--- src/rtl/mux_nch_scan.sv ---
// Registered N-channel mux with manual select or round-robin auto-scan,
// presenting each captured sample on a valid/ready output port.
module mux_nch_scan #(
    parameter int NUM_CH  = 16,
    parameter int DATA_W  = 8,
    parameter int DWELL_W = 8
) (
    input  logic                        clk,
    input  logic                        rst_n,
    input  logic [NUM_CH*DATA_W-1:0]    datain,
    input  logic                        mode,
    input  logic [$clog2(NUM_CH)-1:0]   sel,
    input  logic [NUM_CH-1:0]           ch_en,
    input  logic [DWELL_W-1:0]          dwell,
    output logic [DATA_W-1:0]           y_data,
    output logic [$clog2(NUM_CH)-1:0]   y_ch,
    output logic                        y_valid,
    input  logic                        y_ready,
    output logic                        scan_wrap
);

    localparam int SEL_W = $clog2(NUM_CH);

    typedef enum logic {
        SCAN_WAIT,
        SCAN_SAMPLE
    } scan_state_t;

    logic [SEL_W-1:0]   ptr;
    logic [DWELL_W-1:0] dwell_cnt;
    logic               mode_q;

    logic               open;
    logic               scan_entry;
    logic [SEL_W-1:0]   ptr_eff;
    logic [DWELL_W-1:0] cnt_eff;
    scan_state_t        scan_state;
    logic               found;
    logic [SEL_W-1:0]   scan_ch;
    logic [SEL_W-1:0]   low_ch;
    logic [SEL_W-1:0]   ptr_next;
    logic               capture;
    logic [SEL_W-1:0]   cap_ch;
    logic [DATA_W-1:0]  cap_data;

    // The first scan-mode cycle after manual operation restarts the scan from channel 0 with no dwell.
    assign open       = !y_valid || y_ready;
    assign scan_entry = mode && !mode_q;
    assign ptr_eff    = scan_entry ? '0 : ptr;
    assign cnt_eff    = scan_entry ? '0 : dwell_cnt;
    assign scan_state = (cnt_eff == '0) ? SCAN_SAMPLE : SCAN_WAIT;

    always_comb begin
        int               idx;
        logic [SEL_W-1:0] cand;
        found   = 1'b0;
        scan_ch = '0;
        idx     = 0;
        cand    = '0;
        for (int i = 0; i < NUM_CH; i++) begin
            idx = int'(ptr_eff) + i;
            if (idx >= NUM_CH) begin
                idx = idx - NUM_CH;
            end
            cand = SEL_W'(idx);
            if (!found && ch_en[cand]) begin
                found   = 1'b1;
                scan_ch = cand;
            end
        end
    end

    always_comb begin
        low_ch = '0;
        for (int i = NUM_CH - 1; i >= 0; i--) begin
            if (ch_en[i]) begin
                low_ch = SEL_W'(i);
            end
        end
    end

    assign ptr_next = (int'(scan_ch) == NUM_CH - 1) ? '0 : scan_ch + 1'b1;
    assign capture  = mode ? (scan_state == SCAN_SAMPLE && open && found) : open;
    assign cap_ch   = mode ? scan_ch : sel;

    // An out-of-range manual select matches no channel and captures zero.
    always_comb begin
        cap_data = '0;
        for (int k = 0; k < NUM_CH; k++) begin
            if (cap_ch == SEL_W'(k)) begin
                cap_data = datain[k*DATA_W +: DATA_W];
            end
        end
    end

    always_ff @(posedge clk or negedge rst_n) begin
        if (!rst_n) begin
            y_data    <= '0;
            y_ch      <= '0;
            y_valid   <= 1'b0;
            scan_wrap <= 1'b0;
            ptr       <= '0;
            dwell_cnt <= '0;
            mode_q    <= 1'b0;
        end else begin
            mode_q    <= mode;
            scan_wrap <= capture && mode && (scan_ch == low_ch);

            if (capture) begin
                y_data  <= cap_data;
                y_ch    <= cap_ch;
                y_valid <= 1'b1;
            end else if (open) begin
                y_valid <= 1'b0;
            end

            // Dwell counts down even while the output is stalled.
            if (mode) begin
                if (scan_state == SCAN_WAIT) begin
                    dwell_cnt <= cnt_eff - 1'b1;
                    ptr       <= ptr_eff;
                end else if (capture) begin
                    dwell_cnt <= dwell;
                    ptr       <= ptr_next;
                end else begin
                    dwell_cnt <= cnt_eff;
                    ptr       <= ptr_eff;
                end
            end else begin
                dwell_cnt <= '0;
            end
        end
    end

endmodule

--- config.mk ---
export PLATFORM = sky130hd
export DESIGN_NAME = mux_nch_scan
export DESIGN_NICKNAME = d
export VERILOG_FILES = /design/src/rtl/mux_nch_scan.sv
export SDC_FILE = /design/constraint.sdc
export NUM_CORES = 1
export LEC_CHECK = 0
export ABC_AREA = 1
export CAP_MARGIN = 20
export CORE_MARGIN = 4
export CORE_UTILIZATION = 51
export DETAILED_ROUTE_END_ITERATION = 8
export PLACE_DENSITY = 0.89
export SLEW_MARGIN = 20
export SYNTH_ARGS = -nofsm -noshare
export SYNTH_HDL_FRONTEND = slang
export SYNTH_SLANG_ARGS = --single-unit
export TNS_END_PERCENT = 1
--- constraint.sdc ---
create_clock -name clk -period 8.1 [get_ports clk]
set_input_delay 2.025 -clock clk [delete_from_list [all_inputs] [get_ports clk]]
set_output_delay 2.025 -clock clk [all_outputs]
set_load 0.05 [all_outputs]
==> flow_metrics.tcl <==
set metrics [dict create \
    synth_edf_count 0 \
    clk_path_buf_depth 2 \
    cts-root-buf "clkbuf_8" \
    grt_overflow 0 \
    synthFlopType "dfrtp_1" \
    grt_pass1_wl_um 31660 \
    critical_path.max_fanout 18 \
    hold_path_class "reg -> reg" \
    grt_pass1_vias 6624 \
    numPortBuffers 173 \
    vias 6767 \
    min_to "y_data[1]" \
    routed_wl_um 19610 \
    p_per_area_nw_per_um2 356.4 \
    arrival_ns 7.69 \
    ctsHtreeMaxLevel 1 \
    rsz0062_at_grt "no" \
    synth_cells 914 \
    status "completed" \
    hold_path.startpoint "y_data[1]" \
    place_congestion 1.042 \
    ios 174 \
    firstDrtPassIters 6 \
    tns_ns 0 \
    relSlewSlack 0.3480 \
    post-route-min-period_ns 7.472 \
    drive_gt1_frac 0.07156 \
    required_ns 8.32 \
    hold_buffers 0 \
    reg2reg_depth 34 \
    ys_seq_elements 27 \
    drv_slew 0 \
    yosysTopAreaCell "nand2_1" \
    critPathSlowestCell "nor2_1" \
    clk_latency_ns 0.27 \
    min_path_cells 2 \
    setup-violations-final 0 \
    worst_path_most_repeated_cell "nand2_1" \
    timing.rr.end "y_data[2]" \
    clk_pin_slew_ns 0.09 \
    track_usage 0.3419 \
    cts_buffers 3 \
    antenna_found_initial 0 \
    slowest_delay_ns 0.55 \
    cts-resized-gates 0 \
    fin_skew_ns 0.001652 \
    synth.area.top_cells "nand2_1, nand3_1, dfrtp_1, inv_1, nor2_1" \
    syn-num-nets 1078 \
    timing.hold.ws_ns 0.4958 \
    synthToLayoutAreaGrowth_pct 37.87 \
    peakVddDrop_v 0.0001941 \
    rows 35 \
    synth.distinct_cells 48 \
    worstSetupPathType "in -> reg" \
    tritoncts "yes" \
    initialDrtViolationCount 500 \
    syn_avg_cell_area_sq_um 5.365 \
    coreArea_sq_um 9284 \
    worst_pin_slew_ns 0.9780 \
    avgViaCountPerCell 5.616 \
    r2r_slack_ns 2.20 \
    critPathLaunchType "primary input" \
    die_w_um 106.1 \
    ant_nets 0 \
    fin_nets 1241 \
    clock_sinks 27 \
    wire_per_inst_um 16.28 \
    post_cts_buffers 0 \
    r2r_start "ptr[0]" \
    die_area_sq_um 11250 \
    power_mw 2.409 \
    dp_hpwl_um 16290 \
    p_leak_nw 3.239 \
    drc 0 \
    synth_top_area_frac 0.2274 \
    fmax_mhz 133.8 \
    ys_seq_area_frac 0.1378 \
    period_share 0.9225 \
    start_util 0.5282 \
    die_h_um 106.1 \
    drv_cap 0 \
    finalHoldViolCount 0 \
    grt_max_degree 30 \
    ys_warn_count 0 \
    num_antenna_cells 0 \
    end_kind "flop" \
    synth-async-reset-ratio 1.000 \
    syn_area_sq_um 4903 \
]
-- area by class of cell --
class / count / area (sq um)
inverters: 107 / 404.1
repair buffers: 179 / 1777
clock buffers: 3 / 41.29
multi-input cells: 759 / 3696
well taps: 129 / 161.4
flip-flops and latches: 27 / 675.6
fillers: 851 / 2524
clock inverters: 1 / 5.005
-- layout by cell type (no fill, tap or decap), types with 13 or more instances in the layout --
| cell type | netlist | final |
|---|---|---|
| nand4_1 | 33 | 33 |
| nand3_1 | 173 | 173 |
| clkdlybuf4s50_1 | 0 | 173 |
| nand2_1 | 297 | 297 |
| a21oi_1 | 34 | 34 |
| dfrtp_1 | 27 | 27 |
| nor2_1 | 81 | 81 |
| o21ai_0 | 34 | 34 |
| inv_1 | 96 | 96 |
| nor2_2 | 13 | 13 |
-- Yosys cell counts, types with 2 or more instances --
library cell	instances
a211oi_1	2
a21oi_1	34
a31oi_1	5
buf_2	9
buf_4	4
buf_6	3
clkbuf_1	5
dfrtp_1	27
ha_1	4
inv_1	96
inv_2	9
nand2_1	297
nand2_2	9
nand2_4	4
nand3_1	173
nand3_2	7
nand3b_1	2
nand4_1	33
nand4_2	2
nor2_1	81
nor2_2	13
nor2_4	5
nor3_1	5
nor4_1	2
o211ai_1	2
o21a_1	3
o21ai_0	34
o21ai_1	3
or2_0	5
or2_2	11
xnor2_1	4
xor2_1	3
xor2_2	3
-- cell families after synthesis --
| logic type | synth area share |
|---|---|
| simple gates | 0.6127 |
| buf+inv | 0.1084 |
| xor+xnor | 0.02246 |
| flops | 0.1378 |
| compound gates | 0.1084 |
| fa+ha+maj | 0.01021 |
-- power breakdown --
group	leakage, nW	switching, mW	internal [mW]	total (mW)
clock	0.0255	0.0430	0.0345	0.0775
combinational	2.87	1.43	0.654	2.09
sequential	0.341	0.0519	0.192	0.244
total	3.24	1.53	0.881	2.41
-- layer usage --
layer	track usage	wire [um]
met1	0.3861	7248
met2	0.6175	9656
met4	0.1610	1080
met5	0	0
met3	0.06497	1627
-- registers in the layout (all words and copies together), names as in the netlist --
register and cells:
dwell_cnt 8, y_data 8, ptr 4, y_ch 4
mode_q 1, scan_wrap 1, y_valid 1
-- through the flow --
| stage | setup WS (ns) | area (sq um) | util | std cells |
|---|---|---|---|---|
| after floorplan | 2.206 | 4903 | - | 914 |
| after global placement | 0.4906 | 6714 | 0.7232 | 1201 |
| after detailed placement | 0.4868 | 6714 | 0.7232 | 1201 |
| after CTS | 0.7612 | 6760 | 0.7282 | 1205 |
| after global routing | 0.04986 | 6760 | 0.7282 | 1205 |
| final | 0.6279 | 6760 | 0.7282 | 1205 |
-- worst max-delay path by stage --
stage | slack [ns] | cells after the start | endpoint | startpoint
after floorplan | 2.21 | 35 | y_data[2] | mode
after global placement | 0.49 | 35 | y_data[4] | mode
after detailed placement | 0.49 | 35 | y_data[4] | mode
after CTS | 0.76 | 35 | y_data[2] | mode
after global routing | 0.05 | 35 | y_data[2] | mode
final | 0.63 | 35 | y_data[2] | mode
-- worst max-delay path, delay by kind of cell --
| family | cells | cell delay (ns) |
|---|---|---|
| and+or+nand+nor | 29 | 4.08 |
| buffers and inverters | 5 | 1.26 |
| AOI/OAI and AO/OA | 1 | 0.30 |
No activity file was read; power rests on OpenSTA's default activity.
